**config.mk**
```make
export PLATFORM = sky130hd
export DESIGN_NAME = digit_serial_addsub
export DESIGN_NICKNAME = d
export VERILOG_FILES = /design/src/rtl/digit_serial_addsub.sv
export SDC_FILE = /design/constraint.sdc
export NUM_CORES = 1
export LEC_CHECK = 0
export BUFFER_PORTS_ARGS = -buffer_cell sky130_fd_sc_hd__buf_2
export CAP_MARGIN = 20
export CORE_ASPECT_RATIO = 0.6
export CORE_MARGIN = 5
export CORE_UTILIZATION = 40
export DETAILED_ROUTE_END_ITERATION = 6
export GPL_ROUTABILITY_DRIVEN = 0
export PLACE_DENSITY = 0.76
export SLEW_MARGIN = 20
export SYNTH_ARGS = -nofsm -noshare
export SYNTH_HDL_FRONTEND = slang
export SYNTH_SLANG_ARGS = --single-unit
```
**constraint.sdc**
```tcl
create_clock -name clk -period 1.95 [get_ports clk]
set_input_delay 0.2925 -clock clk [delete_from_list [all_inputs] [get_ports clk]]
set_output_delay 0.2925 -clock clk [all_outputs]
set_load 0.03 [all_outputs]
```
**src/rtl/digit_serial_addsub.sv**
```systemverilog
// Digit-serial WIDTH-bit adder/subtractor: CHUNK bits per clock, LSB chunk first.
// Latency NCHUNK cycles from accept to out_valid; the result is held in DONE until out_ready.
module digit_serial_addsub #(
  parameter int WIDTH = 16,
  parameter int CHUNK = 4
) (
  input  logic             clk,
  input  logic             rst,
  input  logic             in_valid,
  output logic             in_ready,
  input  logic [WIDTH-1:0] a,
  input  logic [WIDTH-1:0] b,
  input  logic             c_in,
  input  logic             sub,
  output logic             out_valid,
  input  logic             out_ready,
  output logic [WIDTH-1:0] sum,
  output logic             c_out,
  output logic             v,
  output logic             z,
  output logic             n
);

  localparam int NCHUNK = WIDTH / CHUNK;
  localparam int KW     = (NCHUNK > 1) ? $clog2(NCHUNK) : 1;

  typedef enum logic [1:0] {IDLE, RUN, DONE} state_t;

  state_t             state_q, state_d;
  logic [WIDTH-1:0]   a_q, a_d, b_q, b_d, sum_q, sum_d;
  logic [KW-1:0]      k_q, k_d;
  logic               carry_q, carry_d;
  logic               a_msb_q, a_msb_d, b_msb_q, b_msb_d;
  logic               c_out_q, c_out_d, v_q, v_d, z_q, z_d, n_q, n_d;
  logic               out_valid_q, out_valid_d, in_ready_q, in_ready_d;
  logic [CHUNK:0]     chunk_s;
  logic [WIDTH-1:0]   sum_new;
  logic [WIDTH-1:0]   b_eff;

  always_comb begin
    // Only a CHUNK+1 bit adder; operands shift right so the low chunk is always the live one.
    chunk_s = {1'b0, a_q[CHUNK-1:0]} + {1'b0, b_q[CHUNK-1:0]} + {{CHUNK{1'b0}}, carry_q};
    // Result chunks enter at the top and settle into place after NCHUNK shifts.
    sum_new = (sum_q >> CHUNK) | (WIDTH'(chunk_s[CHUNK-1:0]) << (WIDTH - CHUNK));
    b_eff   = sub ? ~b : b;

    state_d     = state_q;
    a_d         = a_q;
    b_d         = b_q;
    sum_d       = sum_q;
    k_d         = k_q;
    carry_d     = carry_q;
    a_msb_d     = a_msb_q;
    b_msb_d     = b_msb_q;
    c_out_d     = c_out_q;
    v_d         = v_q;
    z_d         = z_q;
    n_d         = n_q;
    out_valid_d = out_valid_q;
    in_ready_d  = in_ready_q;

    case (state_q)
      IDLE: begin
        if (in_valid) begin
          a_d        = a;
          b_d        = b_eff;
          carry_d    = sub ^ c_in;
          a_msb_d    = a[WIDTH-1];
          b_msb_d    = b_eff[WIDTH-1];
          k_d        = '0;
          in_ready_d = 1'b0;
          state_d    = RUN;
        end
      end
      RUN: begin
        a_d     = a_q >> CHUNK;
        b_d     = b_q >> CHUNK;
        carry_d = chunk_s[CHUNK];
        sum_d   = sum_new;
        k_d     = k_q + KW'(1);
        if (k_q == KW'(NCHUNK - 1)) begin
          c_out_d     = chunk_s[CHUNK];
          n_d         = chunk_s[CHUNK-1];
          z_d         = (sum_new == '0);
          v_d         = (a_msb_q == b_msb_q) && (chunk_s[CHUNK-1] != a_msb_q);
          out_valid_d = 1'b1;
          state_d     = DONE;
        end
      end
      DONE: begin
        if (out_ready) begin
          out_valid_d = 1'b0;
          in_ready_d  = 1'b1;
          state_d     = IDLE;
        end
      end
      default: begin
        out_valid_d = 1'b0;
        in_ready_d  = 1'b1;
        state_d     = IDLE;
      end
    endcase
  end

  always_ff @(posedge clk or posedge rst) begin
    if (rst) begin
      state_q     <= IDLE;
      a_q         <= '0;
      b_q         <= '0;
      sum_q       <= '0;
      k_q         <= '0;
      carry_q     <= 1'b0;
      a_msb_q     <= 1'b0;
      b_msb_q     <= 1'b0;
      c_out_q     <= 1'b0;
      v_q         <= 1'b0;
      z_q         <= 1'b0;
      n_q         <= 1'b0;
      out_valid_q <= 1'b0;
      in_ready_q  <= 1'b1;
    end else begin
      state_q     <= state_d;
      a_q         <= a_d;
      b_q         <= b_d;
      sum_q       <= sum_d;
      k_q         <= k_d;
      carry_q     <= carry_d;
      a_msb_q     <= a_msb_d;
      b_msb_q     <= b_msb_d;
      c_out_q     <= c_out_d;
      v_q         <= v_d;
      z_q         <= z_d;
      n_q         <= n_d;
      out_valid_q <= out_valid_d;
      in_ready_q  <= in_ready_d;
    end
  end

  assign in_ready  = in_ready_q;
  assign out_valid = out_valid_q;
  assign sum       = sum_q;
  assign c_out     = c_out_q;
  assign v         = v_q;
  assign z         = z_q;
  assign n         = n_q;

endmodule
```
* After elaboration in Yosys (flattened, before gate mapping)
Cells that the tools add are included.
** Storage, ports and cells
- Flip-flop bits (word level) :: 61
- Output and inout port bits :: 22
- Word-level logic and storage cells :: 59
** Cells by class
- $add $sub $neg :: 3
- Eq/ne operators :: 8
- Mux-type cells :: 19
- Bitwise logic cells :: 5
- Reductions and logical operators :: 10
** Operators with widths (count)
- 16-bit one-hot mux with 2 select lines :: 2
- 16-bit two-way mux :: 3
- 16-bit zero test :: 1
- 16-bit inverter :: 1
- 12-bit by 16-bit bitwise OR with 16-bit output :: 1
- 3-bit AND reduction :: 3
- 2-bit two-way mux :: 4
- 2-bit != test (second input constant) :: 3
- 1-bit one-hot mux with 3 select lines :: 2
- 2-bit one-hot mux with 3 select lines :: 1
- 2-bit AND reduction :: 3
- 4-bit by 4-bit adder with 5-bit output :: 1
- 5-bit by 1-bit adder with 5-bit output :: 1
- 1-bit two-way mux :: 5
- 2-bit == test (second input constant) :: 2
- 2-bit one-hot mux with 2 select lines :: 1
- 2-bit by 1-bit adder with 2-bit output (second input constant) :: 1
- 2-bit by 1-bit == test with 1-bit output (second input constant) :: 1
- 2-bit zero test :: 1
- 1-bit inverter :: 2
- 1-bit one-hot mux with 2 select lines :: 1
- 2-bit nonzero test :: 1
- 1-bit == test :: 1
- 1-bit logical AND :: 1
- 2 further kinds :: 2

* Longest topological paths before layout
- Depth after elaboration :: 4
- Gate-level depth with buffers :: 6
- Depth with buffers taken out :: 6

* Worst setup path before layout
Ideal clock, no wire load.
- Path kind :: register -> register
- From :: register a_q[0]
- To :: register z_q, in the netlist z
- Arrival :: 1.849 ns
- Required time :: 1.884 ns
- Path slack :: 0.035 ns
- Cell stages (with the launch flop) :: 7
- Path buffers :: 0
- Path through :: dfrtp_1 fa_1 fa_1 nor4_1 nand2_1 nor3_1 a22o_1
** Between the ends
- Cells in the longest elaborated chain, start to end :: 4
** Ends and longest elaborated chain
- start: declaration :: RTL line 30 : logic [WIDTH-1:0] a_q, a_d, b_q, b_d, sum_q, sum_d;
- start signal: assignment :: RTL line 108 : a_q <= '0;
- start signal: assignment :: RTL line 123 : a_q <= a_d;
- 4-bit by 4-bit adder with 5-bit output :: RTL line 42 : chunk_s = {1'b0, a_q[CHUNK-1:0]} + {1'b0, b_q[CHUNK-1:0]} + {{CHUNK{1'b0}}, carry_q};
- 5-bit by 1-bit adder with 5-bit output :: RTL line 42
- net chunk_s[1] :: RTL line 36 : logic [CHUNK:0] chunk_s;
- 12-bit by 16-bit bitwise OR with 16-bit output :: RTL line 44 : sum_new = (sum_q >> CHUNK) | (WIDTH'(chunk_s[CHUNK-1:0]) << (WIDTH - CHUNK));
- 16-bit zero test :: RTL line 84 : z_d = (sum_new == '0);
- end signal: assignment :: RTL line 132 : z_q <= z_d;
- end: declaration :: RTL line 34 : logic c_out_q, c_out_d, v_q, v_d, z_q, z_d, n_q, n_d;
The timed path passes the listed nets, and every way through them passes these cells.
A chain may end at the register's enable or synchronous reset.

* Worst setup path in the final report
- From :: register a_q[0]
- To :: register z_q, in the netlist z
** Between the ends
- Cells in the longest elaborated chain, start to end :: 4
** Ends and longest elaborated chain (RTL line)
- 4-bit by 4-bit adder with 5-bit output :: 42
- 5-bit by 1-bit adder with 5-bit output :: 42
- 12-bit by 16-bit bitwise OR with 16-bit output :: 44
- 16-bit zero test :: 84
No other way between the ends.

==> flow_summary.ini <==
[final_layout]
area_growth_pct = 24.7
drive_gt1_share_pct = 25.8
num_antenna_cells = 0
n_fill_cell = 606
stdcell_count = 448
nets = 400

[global_route]
grt_use_total_pct = 15.4
grt_max_degree = 40
grt_antenna_before_repair = 0
grt_pass1_vias = 2139
grt-ovfl-total = 0
grt_pass1_wl_mm = 10.6

[floorplanning]
die_h_um = 74.7
pin_count = 60
initial_core_util_pct = 41.5
rows = 23
die_area_sq_um = 8800
core_sq_um = 6730
die_x_um = 118

[clock_network]
clock-sinks = 61
cts_tree = yes
h-tree-depth = 3
clkSlewWorstSetupHoldPaths_ns = 0.05
cts_root_buf = clkbuf_16
worst_skew_pair.late_latency_ns = 0.33
ctsLongestPathBuffers = 2
cts_buffers = 9
postCtsSetupBuffers = 0

[sta]
hold_violations = 0
tns_ns = 0
tightestPinTransition_ns = 0.660
relSlewSlack_pct = 55.9
min_period_ns = 1.87
finalSetupViolations = 0
fmax_ghz = 0.535
post-route-period-util_pct = 95.8
hold_ws_ns = 0.180
finalClockSkew_ns = 0.00564
rsz0062_at_grt = true
drv_slew = 0

[routing]
wirelength_mm = 6.24
viasPerCell = 4.90
wl_per_cell_um = 13.9
ant_nets = 0
drc_errors = 0
drt_iter0_drc = 146
first_pass_iters = 4
vias = 2194

[critical_path]
critPathKind = flop to flop
worstPathMaxFanout = 2
critical_path.cell_chain = fa_2, fa_1, xnor2_2, nand3_1, nor3_1, a22o_1
worst_path_max_delay_cell = fa_1
cp-end-kind = flop
worstPathArrival_ns = 2.14
cpPeakStageDelay_ns = 0.44
required_ns = 2.22
crit_path_start_kind = flop

[synthesis]
seq_area_frac_synth_pct = 54.7
synthesis.area_sq_um = 2790
ys.flop_type = dfrtp_1
synth_cell_types = 30
synth_edf_count = 0
synthArstFlopShare_pct = 100
synthCells = 294
synthTopCellsByArea = dfrtp_1 (54%), nand2_1 (13%), xnor2_1 (5.0%)
yosysTopAreaCellShare_pct = 53.8
yosysWarnings = 0
postSynthAreaPerCell_sq_um = 9.49
synth-seq-cells = 61
yosysTopAreaCell = dfrtp_1
synth_nets = 338

[place]
dp_hpwl_mm = 4.50
port_buffers = 59
placedCellCount = 431

[power_and_ir_drop]
pwr-share-comb_pct = 43.7
power_leakage_nw = 1.71
p_int_mw = 3.82
peakVddDrop_uv = 895
pwr-share-seq_pct = 35.2
p_clk_share_pct = 21.1
power_density_nw_per_um2 = 1910
p_switching_mw = 2.81
switching_share_pct = 42.4

[run_status]
outcome = finished, final reports clean

[run]
drv_cap = 0

[hold_path]
hp-class = input port to flop
[power groups by stage]
stage	Sequential, mW	Combinational (mW)	Clock, mW
2_1_floorplan	2.61	1.79	0
3_3_place_gp	2.31	2.75	0
3_5_place_dp	2.34	2.84	0
4_1_cts	2.33	2.85	1.44
5_1_grt	2.41	3.28	1.50
6_report	2.34	2.90	1.40
[through the flow]
stage               cell area [sq um]  power (mW)  worst slack [ns]  util [%]
floorplan                        2790        4.41            0.0350         -
global placement                 3180        5.06           -0.0516      47.2
detailed placement               3180        5.18           -0.0569      47.2
CTS                              3460        6.62            0.0545      51.4
global route                     3480        7.19          -0.00732      51.7
finish                           3480        6.64            0.0816      51.7
[area by class of cell]
cell class	instances	area [sq um]	area share (%)
multi-input combinational	214	1190	34.2
clock buffer	9	225	6.47
sequential	61	1530	43.9
inverter	2	7.51	0.216
clock inverter	7	42.5	1.22
timing repair buffer	68	378	10.9
tap	87	109	3.13
[per-layer routing]
layer	share of wire [%]	GRT usage, %	vias to the layer above
met2	41	20.5	69
met4	0.69	4.96	0
met3	6.9	6.46	5
li1	-	-	1110
met1	51	22.7	1010
met5	0	0	-
[synthesized netlist by cell type (all sizes together), types with 2 or more instances]
cell,n
a21o,3
a21oi,3
a221o,12
a22o,2
a31oi,12
buf,14
clkbuf,3
dfrtp,60
fa,2
ha,4
inv,2
nand2,96
nand3,5
nor2,29
nor4,3
o21ai,17
xnor2,16
xor2,2
[cells by family (layout without fill, tap and decap cells)]
group,count (synthesis),after routing,share of synthesized area [%]
simple gates,139,139,20.3
flops,61,61,54.7
compound gates,51,51,12.6
buf+inv,19,86,3.50
xor+xnor,18,18,5.65
fa+ha+maj,6,6,3.23
[worst max-delay path, delay by kind of cell (launching register included)]
kind / cells / cell delay (ns)
compound gates: 1 / 0.14
flops: 1 / 0.40
xor+xnor: 1 / 0.17
simple gates: 2 / 0.24
fa+ha+maj: 2 / 0.85
[final timing paths]
check,start,to,slack (ns),depth (start not counted)
min reg2reg,in_ready$_DFFE_PP1P_,in_ready$_DFFE_PP1P_,0.46,2
max in group asynchronous,rst,b_q[0]$_DFFE_PP0P_,0.84,4
max reg2reg,a_q[0]$_DFFE_PP0P_,z$_DFFE_PP0P_,0.08,6
max,a_q[0]$_DFFE_PP0P_,z$_DFFE_PP0P_,0.08,6
min in group asynchronous,rst,n$_DFFE_PP0P_,0.54,3
min,a[13],a_q[13]$_DFFE_PP0P_,0.18,3
[registers in the layout, indices dropped and copies added, names as in the netlist]
register / count
a_msb_q: 1
a_q: 16
b_msb_q: 1
b_q: 16
c_out: 1
carry_q: 1
in_ready: 1
k_q: 2
n: 1
out_valid: 1
state_q: 2
sum: 16
v: 1
z: 1
[what timing repair did]
item                                    in CTS  in global routing
hold buffers                                 1                  0
endpoints found under the hold margin        4                  0
endpoints found under the setup margin       1                  2
pin swaps                                    1                  0
resized for setup                            1                  3
[cells in the final DEF (no fill, tap or decap), types with 3 or more instances in the layout]
cell	n
nand2_1	96
a21o_1	3
clkbuf_16	9
dfrtp_1	60
buf_2	59
a21oi_1	3
clkinvlp_4	3
clkinv_2	4
a221o_1	12
ha_1	4
xnor2_1	15
buf_4	7
o21ai_0	17
nand3_1	5
nor2_1	28
a31oi_1	12
No activity file was read; power rests on OpenSTA's default activity.
